[config.mk]
export PLATFORM = sky130hd
export DESIGN_NAME = seg_scan_driver
export DESIGN_NICKNAME = d
export VERILOG_FILES = /design/src/rtl/seg_scan_driver.sv
export SDC_FILE = /design/constraint.sdc
export NUM_CORES = 1
export LEC_CHECK = 0
export ABC_AREA = 1
export CAP_MARGIN = 25
export CELL_PAD_IN_SITES_DETAIL_PLACEMENT = 1
export CELL_PAD_IN_SITES_GLOBAL_PLACEMENT = 1
export CORE_MARGIN = 4
export CORE_UTILIZATION = 40
export CTS_CLUSTER_SIZE = 20
export DETAILED_ROUTE_END_ITERATION = 12
export PLACE_DENSITY_LB_ADDON = 0.1
export SLEW_MARGIN = 20
export SYNTH_ARGS = -nofsm -noshare
export SYNTH_HDL_FRONTEND = slang
export SYNTH_SLANG_ARGS = --single-unit
[constraint.sdc]
create_clock -name clk -period 2.1 [get_ports clk]
set_clock_uncertainty 0.2 [all_clocks]
set_input_delay 0.63 -clock clk [delete_from_list [all_inputs] [get_ports clk]]
set_output_delay 0.63 -clock clk [all_outputs]
set_load 0.03 [all_outputs]
[src/rtl/seg_scan_driver.sv]
// Two-digit common-anode 7-segment scan driver.
// Digits are shadowed once per frame so a display never mixes old and new
// values; the tens digit can blank on zero and the whole display blinks
// while the (shadowed) finish flag is set. Every output is registered: the
// next-state values are computed first and the outputs are decoded from
// them, so the outputs line up with the counters they describe.
module seg_scan_driver #(
  parameter int SCAN_MAX  = 11_999,
  parameter int BLINK_MAX = 5_999_999,
  parameter bit LZ_BLANK  = 1'b1
) (
  input  logic       clk,
  input  logic       rst_n,
  input  logic       enable,
  input  logic       finish,
  input  logic [3:0] seg1_value,
  input  logic [3:0] seg2_value,
  output logic [7:0] seg_out,
  output logic [1:0] dig_sel,
  output logic       frame_tick
);

  localparam logic [13:0] SCAN_LAST  = 14'(SCAN_MAX);
  localparam logic [22:0] BLINK_LAST = 23'(BLINK_MAX);

  logic [13:0] scan_cnt, n_cnt;
  logic        slot, n_slot;          // 0 = ones, 1 = tens
  logic [22:0] blink_cnt, n_bcnt;
  logic        blink_ph, n_bph;       // 1 = dark half-period
  logic [3:0]  sh1, sh2, n_sh1, n_sh2;
  logic        sh_fin, n_fin;
  logic [7:0]  n_seg;
  logic [1:0]  n_dig;
  logic        n_tick;
  logic [3:0]  digit;

  // BCD to active-low segments {dp,g,f,e,d,c,b,a}; non-BCD shows a dash
  function automatic logic [7:0] decode(input logic [3:0] d);
    case (d)
      4'd0: decode = 8'hC0;
      4'd1: decode = 8'hF9;
      4'd2: decode = 8'hA4;
      4'd3: decode = 8'hB0;
      4'd4: decode = 8'h99;
      4'd5: decode = 8'h92;
      4'd6: decode = 8'h82;
      4'd7: decode = 8'hF8;
      4'd8: decode = 8'h80;
      4'd9: decode = 8'h90;
      default: decode = 8'hBF;
    endcase
  endfunction

  // Next-state: scan/slot sequencing, frame capture, blink timing
  always_comb begin
    n_cnt  = scan_cnt;
    n_slot = slot;
    n_bcnt = blink_cnt;
    n_bph  = blink_ph;
    n_sh1  = sh1;
    n_sh2  = sh2;
    n_fin  = sh_fin;
    n_tick = 1'b0;
    if (!enable) begin
      // Disabled: everything parked, shadows track inputs so re-enable is fresh
      n_cnt  = '0;
      n_slot = 1'b0;
      n_bcnt = '0;
      n_bph  = 1'b0;
      n_sh1  = seg1_value;
      n_sh2  = seg2_value;
      n_fin  = finish;
    end else begin
      if (scan_cnt == SCAN_LAST) begin
        n_cnt  = '0;
        n_slot = ~slot;
        if (slot) begin
          // tens -> ones wrap starts a new frame
          n_sh1  = seg1_value;
          n_sh2  = seg2_value;
          n_fin  = finish;
          n_tick = 1'b1;
        end
      end else begin
        n_cnt = scan_cnt + 14'd1;
      end
      // A fresh finish starts on the visible phase; no finish holds blink idle
      if (!n_fin || !sh_fin) begin
        n_bcnt = '0;
        n_bph  = 1'b0;
      end else if (blink_cnt == BLINK_LAST) begin
        n_bcnt = '0;
        n_bph  = ~blink_ph;
      end else begin
        n_bcnt = blink_cnt + 23'd1;
      end
    end
  end

  // Output decode from next-state so outputs are registered and aligned
  always_comb begin
    digit = n_slot ? n_sh2 : n_sh1;
    n_seg = 8'hFF;
    n_dig = 2'b11;
    if (enable && n_cnt != '0) begin
      n_dig = n_slot ? 2'b01 : 2'b10;
      if (!n_bph && !(LZ_BLANK && n_slot && n_sh2 == 4'd0))
        n_seg = decode(digit);
    end
  end

  // State and output registers
  always_ff @(posedge clk or negedge rst_n) begin
    if (!rst_n) begin
      scan_cnt   <= '0;
      slot       <= 1'b0;
      blink_cnt  <= '0;
      blink_ph   <= 1'b0;
      sh1        <= '0;
      sh2        <= '0;
      sh_fin     <= 1'b0;
      seg_out    <= 8'hFF;
      dig_sel    <= 2'b11;
      frame_tick <= 1'b0;
    end else begin
      scan_cnt   <= n_cnt;
      slot       <= n_slot;
      blink_cnt  <= n_bcnt;
      blink_ph   <= n_bph;
      sh1        <= n_sh1;
      sh2        <= n_sh2;
      sh_fin     <= n_fin;
      seg_out    <= n_seg;
      dig_sel    <= n_dig;
      frame_tick <= n_tick;
    end
  end

endmodule
==> reports/qor.csv <==
metric,value,unit
run_status,finished with violations,
violations,negative setup slack,
floorplan.rows,33,
cp_num_buf_inv,2,
global_route.usage.total,0.228,
synth-edff-count,0,
wire_length_of_the_first_global_routing_pass,17700,um
cts_max_level,3,
worst_path_dominant_cell_family,simple AND/OR/NAND/NOR gates,
timing.fmax,425,MHz
max_stage_delay,0.40,ns
max-vdd-ir-drop,0.000382,V
multi_input_comb_area,0.00195,mm^2
most_common_flop_cell_mapped_by_yosys,sky130_fd_sc_hd__dfrtp_1,
clock_path_buffers,2,
power.total,0.00289,W
vias,3217,
syn_area_per_cell,8.11,um^2
post-place-ws,-0.512,ns
worst_setup_path_end_kind,flip-flop,
final.hold.worst_slack,0.336,ns
chipWidth,99.5,um
critical_path_arrival,2.42,ns
drt-total-wl,10800,um
unrepaired_setup_endpoints_after_global_routing,yes,
timing.setup.critical_path_class,reg -> reg,
drv_slew,0,
placement.io_buffers,21,
synth_area_leaders,"sky130_fd_sc_hd__dfrtp_1 37%, sky130_fd_sc_hd__nand2_1 9.0%, sky130_fd_sc_hd__dfstp_2 7.1%, sky130_fd_sc_hd__inv_1 7.1%, sky130_fd_sc_hd__nand3_1 5.5%",
dieArea,0.00990,mm^2
hold_path.startpoint,blink_cnt[0],
cp_max_fo,6,
detail_route.wl_per_cell,17.4,um
total_global_routing_overflow,0,
ant_nets,0,
startpoint_type,flip-flop,
worstSetupStartpoint,scan_cnt[1],
timing.max_cap.violations,0,
timing.final.crit_share,1.12,
post-route-min-period,2.35,ns
critical_path_cell_sequence,ha_4 -> nand3_4 -> nor2_4 -> nand3_4 -> buf_6 -> or2_4 -> nand3_2 -> nor2_2 -> buf_4 -> nor2_4 -> and2_4 -> nand2_2,
fin_setup_tns,-2.40,ns
worst_skew_pair.late_latency,0.34,ns
synth-seq-area-share,0.437,
worst_r2r_dst,seg_out[4],
boundaryPins,23,
first_global_vias,3516,
clk_transition_reported_paths,0.07,ns
postSynthCellCount,413,
initial_core_util,0.410,
final.setup.worst_slack,-0.250,ns
grt_max_degree,48,
cts_buffers,9,
hold_violations,0,
cts.sinks,58,
r2r.worst_path.cells,12,
power_leakage,2.28,nW
min_delay_worst_endpoint,blink_cnt[0],
gp_congestion,0.817,
synth_top_cell_area_share,0.366,
tritoncts,yes,
ys_async_sr_fraction,1.00,
final_cells,623,
yosys.cell_types.count,40,
finish.net_count,533,
antenna-diode-count,0,
worst_ep_required_time,2.17,ns
final_layout_size_suffix_gt1_frac,0.384,
antenna_found_initial,0,
setup_viol,27,
clock-root-buffer,sky130_fd_sc_hd__clkbuf_8,
fill_cells,963,
half_perimeter_wire_length_after_placement,6860,um
synth-seq-cells,58,
drt_iter0_markers,66,
cells_on_worst_hold_path,2,
synth.cell_area,0.00335,mm^2
yosysTopAreaCell,sky130_fd_sc_hd__dfrtp_1,
placeableCoreArea,0.00818,mm^2
timing.hold.worst.class,reg -> reg,
cellPowerDensity,593,mW/mm^2
drc_errors,0,
yosys_warnings,0,
dr.pass1.iters,4,
crit_path_slowest_cell,sky130_fd_sc_hd__dfrtp_1,
fp.dieH,99.5,um
route.detailed.vias_per_inst,5.16,
area.growth.synth_to_final,45.7,%
reg2reg_from,scan_cnt[1],
reg2reg_slack,-0.25,ns
ff_latch_area,0.00146,mm^2
dpl.cell_count,594,
syn-num-nets,433,
[state kept, by name, summed over array words and instances (netlist names)]
| name | flops |
|---|---|
| frame_tick | 1 |
| slot | 1 |
| sh1 | 4 |
| sh2 | 4 |
| seg_out | 7 |
| blink_ph | 1 |
| scan_cnt | 14 |
| sh_fin | 1 |
| dig_sel | 2 |
| blink_cnt | 23 |
[timing repair]
item                                    in CTS  in global routing
endpoints found under the hold margin       11                  0
hold buffers                                 1                  0
setup buffers                                9                  3
gates resized for setup                     58                 43
endpoints found under the setup margin      38                 38
pin swaps                                   20                 18
[where the power goes]
part / switching [W] / internal (W) / total [W]
Clock: 0.000474 / 0.000697 / 0.00117
Combinational: 0.000301 / 0.000216 / 0.000517
Sequential: 0.0000243 / 0.00118 / 0.00121
[cell type report]
| class | instances | area share |
|---|---|---|
| Clock buffer | 11 | 0.0290 |
| Clock inverter | 5 | 0.0159 |
| Inverter | 66 | 0.0518 |
| Multi-Input combinational cell | 282 | 0.400 |
| Sequential cell | 58 | 0.300 |
| Tap cell | 105 | 0.0269 |
| Timing Repair Buffer | 96 | 0.177 |
[logic make-up after synthesis]
kind of cell    share of synthesized area
simple gates                        0.383
buf+inv                            0.0867
flops                               0.437
compound gates                     0.0299
xor+xnor                           0.0288
fa+ha+maj                          0.0299
other cells                       0.00112
mux                               0.00336
[routing by layer]
| metal | part of all wire | GRT usage | up-vias |
|---|---|---|---|
| met1 | 0.43 | 0.280 | 1611 |
| met3 | 0.019 | 0.0344 | 25 |
| met5 | 0 | 0 | - |
| met2 | 0.52 | 0.396 | 51 |
| met4 | 0.028 | 0.0977 | 0 |
| li1 | - | - | 1530 |
[worst min-delay path: stages, from the launching register on]
cell                      delay [ns]
sky130_fd_sc_hd__dfrtp_1        0.36
sky130_fd_sc_hd__buf_4          0.11
sky130_fd_sc_hd__nor2_1         0.03
[worst max-delay path by stage]
stage	end	cells past startpoint	slack (ns)
4_1_cts	seg_out[4]	12	-0.19
3_3_place_gp	seg_out[6]	12	-0.51
2_1_floorplan	seg_out[3]	13	-0.08
3_5_place_dp	seg_out[4]	12	-0.51
6_report	seg_out[4]	12	-0.25
5_1_grt	seg_out[3]	13	-0.34
[cell usage after synthesis (all sizes together) (2+ instances only)]
master,count
a211oi,2
dfrtp,49
xnor2,2
and3,3
buf,6
inv,66
nand4,17
nor2,51
nand2,94
nor3,20
nor4,3
a21oi,6
and2,2
o21ai,5
ha,8
dfstp,9
nand3,48
nor3b,4
or2,2
xor2,9
[placed cells by master (no fill, tap or decap), types with 2 or more instances in the layout]
cell	count
sky130_fd_sc_hd__nor2_1	30
sky130_fd_sc_hd__o21ai_0	3
sky130_fd_sc_hd__nor3b_2	2
sky130_fd_sc_hd__nor3_1	19
sky130_fd_sc_hd__nor4_1	3
sky130_fd_sc_hd__and3_1	3
sky130_fd_sc_hd__nand2_4	8
sky130_fd_sc_hd__buf_4	59
sky130_fd_sc_hd__xnor2_1	2
sky130_fd_sc_hd__a211oi_1	2
sky130_fd_sc_hd__clkbuf_2	3
sky130_fd_sc_hd__bufinv_16	2
sky130_fd_sc_hd__nand4_1	17
sky130_fd_sc_hd__inv_4	2
sky130_fd_sc_hd__clkdlybuf4s15_1	6
sky130_fd_sc_hd__nand3_4	10
sky130_fd_sc_hd__dfrtp_1	49
sky130_fd_sc_hd__ha_1	3
sky130_fd_sc_hd__nand2_8	3
sky130_fd_sc_hd__inv_2	6
sky130_fd_sc_hd__nor3b_1	2
sky130_fd_sc_hd__nand2_2	16
sky130_fd_sc_hd__ha_4	4
sky130_fd_sc_hd__dlygate4sd2_1	2
sky130_fd_sc_hd__or2_4	2
sky130_fd_sc_hd__dfstp_2	9
sky130_fd_sc_hd__nand2_1	67
sky130_fd_sc_hd__clkbuf_8	10
sky130_fd_sc_hd__buf_6	9
sky130_fd_sc_hd__nand3_1	22
sky130_fd_sc_hd__nand3_2	16
sky130_fd_sc_hd__xor2_1	9
sky130_fd_sc_hd__clkdlybuf4s50_1	9
sky130_fd_sc_hd__nor2_4	9
sky130_fd_sc_hd__buf_12	6
sky130_fd_sc_hd__inv_1	58
sky130_fd_sc_hd__nor2_2	11
sky130_fd_sc_hd__a21oi_1	6
sky130_fd_sc_hd__clkinv_2	2
[through the flow]
step / cell area [um^2] / util
floorplan: 3410 / -
CTS: 4710 / 0.577
global placement: 4220 / 0.516
global route: 4880 / 0.597
finish: 4880 / 0.597
detailed placement: 4220 / 0.516
(Power assumes the default switching activity.)
